--- config.mk ---
export PLATFORM = sky130hd
export DESIGN_NAME = ctrl_reg_initiator
export DESIGN_NICKNAME = d
export VERILOG_FILES = /design/src/rtl/ctrl_reg_initiator.sv
export SDC_FILE = /design/constraint.sdc
export NUM_CORES = 1
export LEC_CHECK = 0
export BUFFER_PORTS_ARGS = -buffer_cell sky130_fd_sc_hd__buf_4
export CORE_MARGIN = 8
export CORE_UTILIZATION = 45
export CTS_CLUSTER_SIZE = 28
export DETAILED_ROUTE_END_ITERATION = 12
export PLACE_DENSITY = 0.74
export SYNTH_ARGS = -nofsm -noshare
export SYNTH_HDL_FRONTEND = slang
export SYNTH_SLANG_ARGS = --single-unit
--- constraint.sdc ---
create_clock -name clk_i -period 2.5 [get_ports clk_i]
set_input_delay 0.25 -clock clk_i [delete_from_list [all_inputs] [get_ports clk_i]]
set_output_delay 0.25 -clock clk_i [all_outputs]
set_load 0.005 [all_outputs]
--- src/rtl/ctrl_reg_initiator.sv ---
// ctrl_reg_initiator: single-outstanding AXI-Lite master driven by a simple
// command/response stream. One command becomes one AXI-Lite read or write;
// the response is held until the consumer takes it.

package ctrl_reg_initiator_pkg;

  typedef struct packed {
    logic [31:0] addr;
    logic [2:0]  prot;
  } axi_lite_ax_t;

  typedef struct packed {
    logic [31:0] data;
    logic [3:0]  strb;
  } axi_lite_w_t;

  typedef struct packed {
    logic [1:0] resp;
  } axi_lite_b_t;

  typedef struct packed {
    logic [31:0] data;
    logic [1:0]  resp;
  } axi_lite_r_t;

  typedef struct packed {
    axi_lite_ax_t aw;
    logic         aw_valid;
    axi_lite_w_t  w;
    logic         w_valid;
    logic         b_ready;
    axi_lite_ax_t ar;
    logic         ar_valid;
    logic         r_ready;
  } axi_lite_req_t;

  typedef struct packed {
    logic        aw_ready;
    logic        w_ready;
    axi_lite_b_t b;
    logic        b_valid;
    logic        ar_ready;
    axi_lite_r_t r;
    logic        r_valid;
  } axi_lite_resp_t;

endpackage

module ctrl_reg_initiator #(
  parameter int unsigned AddrWidth       = 32,
  parameter int unsigned DataWidth       = 32,
  parameter type         axi_lite_req_t  = ctrl_reg_initiator_pkg::axi_lite_req_t,
  parameter type         axi_lite_resp_t = ctrl_reg_initiator_pkg::axi_lite_resp_t
) (
  input  logic                   clk_i,
  input  logic                   rst_i,
  input  logic                   cmd_valid_i,
  output logic                   cmd_ready_o,
  input  logic                   cmd_write_i,
  input  logic [AddrWidth-1:0]   cmd_addr_i,
  input  logic [DataWidth-1:0]   cmd_wdata_i,
  input  logic [DataWidth/8-1:0] cmd_wstrb_i,
  output logic                   rsp_valid_o,
  input  logic                   rsp_ready_i,
  output logic [DataWidth-1:0]   rsp_rdata_o,
  output logic [1:0]             rsp_resp_o,
  output logic                   rsp_error_o,
  output logic [15:0]            rsp_latency_o,
  output logic                   busy_o,
  output axi_lite_req_t          axi_lite_master_req_o,
  input  axi_lite_resp_t         axi_lite_master_resp_i
);

  typedef enum logic [2:0] {
    IDLE,
    WR_ADDR_DATA,
    WR_RESP,
    RD_ADDR,
    RD_DATA,
    RSP
  } state_t;

  state_t state, state_next;

  logic [AddrWidth-1:0]   txn_addr;
  logic [DataWidth-1:0]   txn_wdata;
  logic [DataWidth/8-1:0] txn_wstrb;
  logic                   txn_write;
  logic                   aw_done, w_done;
  logic [15:0]            lat_cnt, lat_inc;
  logic [DataWidth-1:0]   rsp_rdata;
  logic [1:0]             rsp_resp;
  logic [15:0]            rsp_latency;

  logic accept, capture, aw_hs, w_hs, counting;

  // The latency counter only runs while a transaction is on the AXI side.
  assign counting = (state == WR_ADDR_DATA) || (state == WR_RESP) ||
                    (state == RD_ADDR) || (state == RD_DATA);
  assign lat_inc  = (lat_cnt == 16'hFFFF) ? lat_cnt : lat_cnt + 16'd1;

  // State register; reset forces IDLE so any in-flight transaction is dropped.
  always_ff @(posedge clk_i) begin
    if (rst_i) begin
      state <= IDLE;
    end else begin
      state <= state_next;
    end
  end

  // Next state plus all handshake outputs; reset overrides everything to idle.
  always_comb begin
    state_next            = state;
    accept                = 1'b0;
    capture               = 1'b0;
    aw_hs                 = 1'b0;
    w_hs                  = 1'b0;
    cmd_ready_o           = 1'b0;
    rsp_valid_o           = 1'b0;
    axi_lite_master_req_o = '0;
    case (state)
      IDLE: begin
        cmd_ready_o = 1'b1;
        if (cmd_valid_i) begin
          accept     = 1'b1;
          state_next = cmd_write_i ? WR_ADDR_DATA : RD_ADDR;
        end
      end
      WR_ADDR_DATA: begin
        axi_lite_master_req_o.aw.addr  = txn_addr;
        axi_lite_master_req_o.w.data   = txn_wdata;
        axi_lite_master_req_o.w.strb   = txn_wstrb;
        axi_lite_master_req_o.aw_valid = !aw_done;
        axi_lite_master_req_o.w_valid  = !w_done;
        aw_hs = !aw_done && axi_lite_master_resp_i.aw_ready;
        w_hs  = !w_done && axi_lite_master_resp_i.w_ready;
        if ((aw_done || aw_hs) && (w_done || w_hs)) begin
          state_next = WR_RESP;
        end
      end
      WR_RESP: begin
        axi_lite_master_req_o.b_ready = 1'b1;
        if (axi_lite_master_resp_i.b_valid) begin
          capture    = 1'b1;
          state_next = RSP;
        end
      end
      RD_ADDR: begin
        axi_lite_master_req_o.ar.addr  = txn_addr;
        axi_lite_master_req_o.ar_valid = 1'b1;
        if (axi_lite_master_resp_i.ar_ready) begin
          state_next = RD_DATA;
        end
      end
      RD_DATA: begin
        axi_lite_master_req_o.r_ready = 1'b1;
        if (axi_lite_master_resp_i.r_valid) begin
          capture    = 1'b1;
          state_next = RSP;
        end
      end
      RSP: begin
        rsp_valid_o = 1'b1;
        if (rsp_ready_i) begin
          state_next = IDLE;
        end
      end
      default: begin
        state_next = IDLE;
      end
    endcase
    if (rst_i) begin
      state_next            = IDLE;
      accept                = 1'b0;
      capture               = 1'b0;
      aw_hs                 = 1'b0;
      w_hs                  = 1'b0;
      cmd_ready_o           = 1'b0;
      rsp_valid_o           = 1'b0;
      axi_lite_master_req_o = '0;
    end
  end

  // Command latch, per-channel done flags, latency count and response capture.
  always_ff @(posedge clk_i) begin
    if (rst_i) begin
      txn_addr    <= '0;
      txn_wdata   <= '0;
      txn_wstrb   <= '0;
      txn_write   <= 1'b0;
      aw_done     <= 1'b0;
      w_done      <= 1'b0;
      lat_cnt     <= '0;
      rsp_rdata   <= '0;
      rsp_resp    <= '0;
      rsp_latency <= '0;
    end else begin
      if (accept) begin
        txn_addr  <= cmd_addr_i;
        txn_wdata <= cmd_wdata_i;
        txn_wstrb <= cmd_wstrb_i;
        txn_write <= cmd_write_i;
        aw_done   <= 1'b0;
        w_done    <= 1'b0;
        lat_cnt   <= '0;
      end else if (counting) begin
        lat_cnt <= lat_inc;
      end
      if (aw_hs) begin
        aw_done <= 1'b1;
      end
      if (w_hs) begin
        w_done <= 1'b1;
      end
      if (capture) begin
        rsp_rdata   <= txn_write ? '0 : axi_lite_master_resp_i.r.data;
        rsp_resp    <= txn_write ? axi_lite_master_resp_i.b.resp
                                 : axi_lite_master_resp_i.r.resp;
        rsp_latency <= lat_inc;
      end
    end
  end

  // Response fields read as zero while reset is held.
  assign rsp_rdata_o   = rst_i ? '0 : rsp_rdata;
  assign rsp_resp_o    = rst_i ? 2'b00 : rsp_resp;
  assign rsp_error_o   = rsp_resp_o[1];
  assign rsp_latency_o = rst_i ? 16'd0 : rsp_latency;
  assign busy_o        = !rst_i && (state != IDLE);

endmodule
==> results of run 1 <==
==> worst max-delay path, cell delays in order (launching register included) <==
cell     delay, ns
dfxtp_1       0.31
nor2_1        0.14
nand2_1       0.22
nor2_4        0.62
and2_1        0.24
buf_4         0.11
==> power groups by stage <==
stage                     clock network, uW  logic (uW)  registers (uW)
after floorplan                           0         554            2480
after detailed placement                  0         937            2520
after global routing                   2820        1050            2490
final                                  2680         946            2470
after CTS                              2720         953            2470
after global placement                    0         925            2520
==> worst max-delay path by stage <==
stage | startpoint | endpoint
final | state[2] | axi_lite_master_req_o[102]
after global routing | state[2] | axi_lite_master_req_o[46]
after CTS | state[2] | axi_lite_master_req_o[57]
after detailed placement | state[2] | axi_lite_master_req_o[57]
after global placement | state[2] | axi_lite_master_req_o[102]
after floorplan | lat_cnt[0] | lat_cnt[15]
==> cells in the mapped netlist (4+ instances only) <==
cell,count,area share
and2_1,101,0.095
nand2_1,228,0.13
a311oi_1,9,0.012
or4_1,6,0.0068
clkbuf_1,51,0.029
o21ai_0,16,0.012
or3_1,6,0.0057
nand4_1,5,0.0047
nand2b_1,4,0.0038
buf_4,8,0.0090
buf_2,11,0.0083
a21oi_1,87,0.066
xnor2_1,4,0.0053
nor4_1,7,0.0066
dfxtp_1,140,0.42
inv_1,7,0.0040
nor2b_1,51,0.048
nor2_1,20,0.011
nor3_1,10,0.0075
o31ai_1,6,0.0068
nand3_1,40,0.030
buf_1,6,0.0034
mux2i_1,7,0.011
==> through the flow <==
| step | hold slack (ns) | setup WS, ns | util | power, uW |
|---|---|---|---|---|
| global route | 0.0329 | 0.0391 | 0.651 | 6350 |
| global placement | 0.438 | 0.443 | 0.607 | 3440 |
| floorplan | 0.380 | 0.648 | - | 3030 |
| finish | 0.0451 | 0.184 | 0.651 | 6100 |
| CTS | 0.0296 | 0.177 | 0.651 | 6140 |
| detailed placement | 0.442 | 0.404 | 0.607 | 3460 |
==> flip-flops by register name, indices dropped and copies added (netlist names) <==
name / flops
state: 3
txn_wstrb: 4
rsp_resp: 2
lat_cnt: 16
txn_write: 1
txn_addr: 32
w_done: 1
txn_wdata: 32
rsp_rdata: 32
rsp_latency: 16
aw_done: 1
==> area by class of cell <==
| type | count | share of cell area |
|---|---|---|
| multi-input combinational | 658 | 0.375 |
| sequential | 140 | 0.297 |
| timing repair buffer | 289 | 0.234 |
| clock buffer | 24 | 0.0521 |
| tap | 184 | 0.0244 |
| clock inverter | 7 | 0.0143 |
| inverter | 7 | 0.00279 |
==> repair_timing <==
item                                    CTS  global route
endpoints found under the hold margin     0             0
setup buffers                             0             0
resized for setup                         1             0
endpoints found under the setup margin   68             0
==> layout by cell type, fill, tap and decap left out, types with 5 or more instances in the layout <==
| cell | n |
|---|---|
| nand4_1 | 5 |
| nor4_1 | 6 |
| mux2i_1 | 7 |
| nand3_1 | 40 |
| nor2_1 | 18 |
| a311oi_1 | 9 |
| nor2b_1 | 51 |
| and2_1 | 101 |
| inv_1 | 7 |
| o31ai_1 | 6 |
| o21ai_0 | 16 |
| or3_1 | 6 |
| nand2_1 | 227 |
| clkbuf_16 | 17 |
| dfxtp_1 | 140 |
| conb_1 | 6 |
| buf_4 | 286 |
| nor3_1 | 9 |
| a21oi_1 | 87 |
| or4_1 | 6 |
==> cells by family (layout without fill, tap and decap cells) <==
kind of cell	count (synthesis)	in the layout
AOI/OAI and AO/OA	142	142
xor gates and xnor gates	4	4
adders and majority gates	1	1
buffers and inverters	84	327
DFF	140	140
muxes	7	7
other	1	6
and+or+nand+nor	497	498
==> per-layer routing <==
layer | global-route usage | vias to the layer above | share of wire
met1 | 0.263 | 2984 | 0.41
met3 | 0.0598 | 27 | 0.086
met2 | 0.366 | 202 | 0.49
li1 | - | 3368 | -
met4 | 0.0754 | 0 | 0.019
met5 | 0 | - | 0
==> impl_metrics.ini, run 1 <==
[final_layout]
diodes = 0
drive_gt1_frac = 0.300
layout.nets = 1228
finalInstanceArea_um2 = 9430
instances_no_fill = 1309
nFillCells = 1317
multi_input_area_um2 = 3540
syn2layout_area_growth_pct = 42.0
regArea_um2 = 2800

[global_routing]
grt_overflow_total = 0
grt_pass1_vias = 5971
track_usage = 0.218
grt_first_pass_wirelength_um = 32400
antenna_found_initial = 0
grt_max_degree = 84

[die]
die_x_um = 137
dieArea_um2 = 18900
core_um2 = 14500
rows = 44
io-pin-count = 279
initial_core_util = 0.459
die_y_um = 137

[synthesis]
synthAdderAreaFrac = 0.00188
synth_ff_type = dfxtp_1
synth_edf_count = 0
synthMuxAreaShare = 0.0106
ys_types = 57
synth-simple-area-share = 0.378
synth_top_family_by_area = simple AND/OR/NAND/NOR gates
ys_async_sr_fraction = 0
yosysWarningCount = 0
syn_inst = 876
ys_seq_area_frac = 0.422
synth_area_um2 = 6640
synth-compound-area-share = 0.127
synth-xor-area-share = 0.00528
synth-seq-cells = 140
syn_avg_cell_area_um2 = 7.58

[critical_path]
r2r_start = lat_cnt[0]
arrival_ns = 2.07
startpoint_type = flop
path_max_fanout = 34
rrSetupSlack_ns = 0.48
reg2regPathDepth = 5
critical_path_required_ns = 2.25
worstSetupEndpointType = output port
path_class = reg -> out
r2r-end = lat_cnt[15]

[power_and_ir_drop]
pwr-share-seq = 0.405
p_sw_frac = 0.253
p_clk_frac = 0.440
leakagePower_uw = 0.00423
power_density_nw_per_um2 = 646
switchingPower_uw = 1540
combinationalPowerShare = 0.155
p_int_uw = 4550
peakVddDrop_uv = 396

[placed_design]
port_buffers = 272
numPlacedInstances = 1277
gp_congestion = 0.821
place_hpwl_um = 15300
placed_area_um2 = 8790

[sta]
fin_crit_sh = 0.926
hold_viol_final = 0
worst_slew_pin_slew_ns = 0.865
finalSetupTns_ns = 0
finalSetupViolations = 0
skew_ns = 0.00864
final_max_slew_viol_count = 0
max_freq_mhz = 432
post-route-min-period_ns = 2.32
rsz0062_at_grt = no
slew_headroom = 0.423

[run]
maxCapViolCount = 0

[hold_path]
hold_path_depth = 3
hp-start = axi_lite_master_resp_i[13]
min_to = rsp_rdata[10]
min_path_type = in -> reg

[clock_network]
cts_sinks = 140
cts_tree = built
clk_latency_ns = 0.42
postCtsHoldBufs = 0
cts_max_level = 4
clockBufferDepth = 2
clk_pin_slew_ns = 0.06
cts_buffers = 17
cts_root_buf = clkbuf_16

[status]
outcome = finished, final reports clean

[routing]
ant_nets = 0
routed_wirelength_um = 21500
first_pass_iters = 5
wl_per_cell_um = 16.4
viasPerCell = 5.03
drc = 0
drt_iter0_drc = 306
num_vias = 6581
No activity file was read; power rests on OpenSTA's default activity.
==> run 2, diff against run 1 <==
--- a/config.mk
+++ b/config.mk
@@ -7,10 +7,11 @@
 export LEC_CHECK = 0
 export BUFFER_PORTS_ARGS = -buffer_cell sky130_fd_sc_hd__buf_4
 export CORE_MARGIN = 8
-export CORE_UTILIZATION = 45
+export CORE_UTILIZATION = 44
 export CTS_CLUSTER_SIZE = 28
 export DETAILED_ROUTE_END_ITERATION = 12
-export PLACE_DENSITY = 0.74
+export HOLD_SLACK_MARGIN = 0.15
+export PLACE_DENSITY = 0.72
 export SYNTH_ARGS = -nofsm -noshare
 export SYNTH_HDL_FRONTEND = slang
 export SYNTH_SLANG_ARGS = --single-unit
==> run 2 against run 1 <==
Against the previous run:
- global-route usage increased by 1.3 points
- sequential power barely moved
- non-clock buffer count is 107 higher
- core utilization is 5.5 points higher
- routed wire length increased by 8.1%
- combinational power up 16%
- critical path depth is 1 higher
- via count rose by 9.8%
- register-to-register slack got worse by 0.07 ns
- final cell count rose by 8.7%
- maximum frequency up 3.1%
- critical endpoint is now axi_lite_master_req_o[44]
- largest cell class unchanged
- highest routed layer unchanged
==> impl_metrics.ini, run 2 (synthesized netlist as in run 1, its figures left out) <==
[status]
outcome = finished, final reports clean

[clock_network]
cts_sinks = 140
cts_tree = built
cts_max_level = 4
clk_pin_slew_ns = 0.06
clockBufferDepth = 2
cts_buffers = 17
clk_latency_ns = 0.41
cts_root_buf = clkbuf_16

[sta]
fin_crit_sh = 0.899
skew_ns = 0.00696
final_max_slew_viol_count = 0
slew_headroom = 0.590
finalSetupViolations = 0
hold_viol_final = 0
finalSetupTns_ns = 0
worst_slew_pin_slew_ns = 0.615
max_freq_mhz = 445
post-route-min-period_ns = 2.25
rsz0062_at_grt = no
fin_hold_ws_ns = 0.199

[final_layout]
layout.nets = 1335
syn2layout_area_growth_pct = 59.3
final_common_cell = buf_4
drive_gt1_frac = 0.279
top_regs = rsp_rdata (32), txn_addr (32), txn_wdata (32)
multi_input_area_um2 = 3530
nFillCells = 1178
instances_no_fill = 1423
regArea_um2 = 2800
mostFrequentLayoutCells = 288 x buf_4, 227 x nand2_1, 139 x dfxtp_1

[global_routing]
grt_pass1_vias = 6984
antenna_found_initial = 1
grt_overflow_total = 0
grt_max_degree = 72
track_usage = 0.232
grt_first_pass_wirelength_um = 36600

[routing]
ant_nets = 0
first_pass_iters = 6
drt_iter0_drc = 380
wl_per_cell_um = 16.3
routed_wirelength_um = 23300
viasPerCell = 5.08
num_vias = 7224
drc = 0

[die]
die_y_um = 139
dieArea_um2 = 19300
rows = 45
die_x_um = 139
core_um2 = 15000
initial_core_util = 0.443
io-pin-count = 279

[placed_design]
gp_congestion = 0.835
place_hpwl_um = 14900
port_buffers = 272
numPlacedInstances = 1282

[power_and_ir_drop]
power_density_nw_per_um2 = 618
leakagePower_uw = 0.00472
peakVddDrop_uv = 558

[critical_path]
startpoint_type = flop
path_class = reg -> out
reg2regPathDepth = 6
critical_path_required_ns = 2.25
r2r_start = state[2]
arrival_ns = 2.00
path_max_fanout = 11
r2r-end = txn_write
rrSetupSlack_ns = 0.41
worstSetupEndpointType = output port

[hold_path]
min_to = rsp_resp[0]
hp-start = axi_lite_master_resp_i[1]
hold_path_depth = 3
min_path_type = in -> reg

[run]
maxCapViolCount = 0
==> run 2: changes by cell type in the layout (fill, tap and decap cells not counted) <==
cell / previous run / this run
nor2_2: 1 / 2
buf_4: 286 / 288
diode_2: 0 / 2
dfxtp_2: 0 / 1
nor2_4: 2 / 1
clkbuf_8: 4 / 5
dfxtp_1: 140 / 139
bufinv_16: 4 / 6
clkinv_4: 0 / 2
clkinv_2: 3 / 2
dlygate4sd3_1: 0 / 105
clkbuf_1: 3 / 0
==> run 2: metal layers <==
| metal | wire, um | vias up | global-route usage |
|---|---|---|---|
| li1 | - | 3585 | - |
| met1 | 9460 | 3340 | 0.264 |
| met2 | 11500 | 262 | 0.395 |
| met3 | 1730 | 37 | 0.0764 |
| met4 | 592 | 0 | 0.0907 |
| met5 | 0 | - | 0 |
==> run 2: power breakdown <==
group          total (uW)  leakage [uW]  internal (uW)  switching (uW)
registers            2490       0.00114           2380             104
clock network        2950      0.000346           2010             948
logic                1100       0.00323            526             574
total                6540       0.00472           4910            1620
==> run 2: worst max-delay path by stage <==
stage / start / to / slack (ns) / cells past startpoint
2_1_floorplan: lat_cnt[0] / lat_cnt[15] / 0.65 / 6
3_3_place_gp: state[2] / rsp_rdata[21] / 0.50 / 6
3_5_place_dp: state[2] / lat_cnt[3] / 0.43 / 5
4_1_cts: state[2] / axi_lite_master_req_o[73] / 0.08 / 6
5_1_grt: state[1] / axi_lite_master_req_o[11] / 0.12 / 6
6_report: state[2] / axi_lite_master_req_o[44] / 0.25 / 6
==> run 2: what timing repair did <==
item | in CTS | in global routing
hold buffers | 105 | 0
hold endpoints to repair | 104 | 0
setup endpoints to repair | 0 | 30
setup buffers | 0 | 1
gates resized for setup | 0 | 1
==> run 2: per-stage QoR <==
stage	utilization	setup WS [ns]	instance area, um2	total power, uW
3_5_place_dp	0.588	0.433	8810	3470
4_1_cts	0.705	0.0830	10600	6570
5_1_grt	0.706	0.116	10600	6810
3_3_place_gp	0.588	0.502	8810	3450
6_report	0.706	0.253	10600	6540
2_1_floorplan	-	0.648	6660	3030
==> run 2: area by class of cell <==
class,instances,share of cell area
Sequential cell,140,0.265
Multi-Input combinational cell,658,0.334
Antenna cell,2,0.000473
Clock inverter,10,0.0196
Clock buffer,22,0.0467
Tap cell,188,0.0222
Inverter,7,0.00248
Timing Repair Buffer,396,0.309
==> run 2: worst max-delay path: stages (launching register included) <==
cell	delay, ns
dfxtp_1	0.42
nor2_1	0.19
nand2_1	0.21
nor2_4	0.22
buf_4	0.19
and2_1	0.21
buf_4	0.14
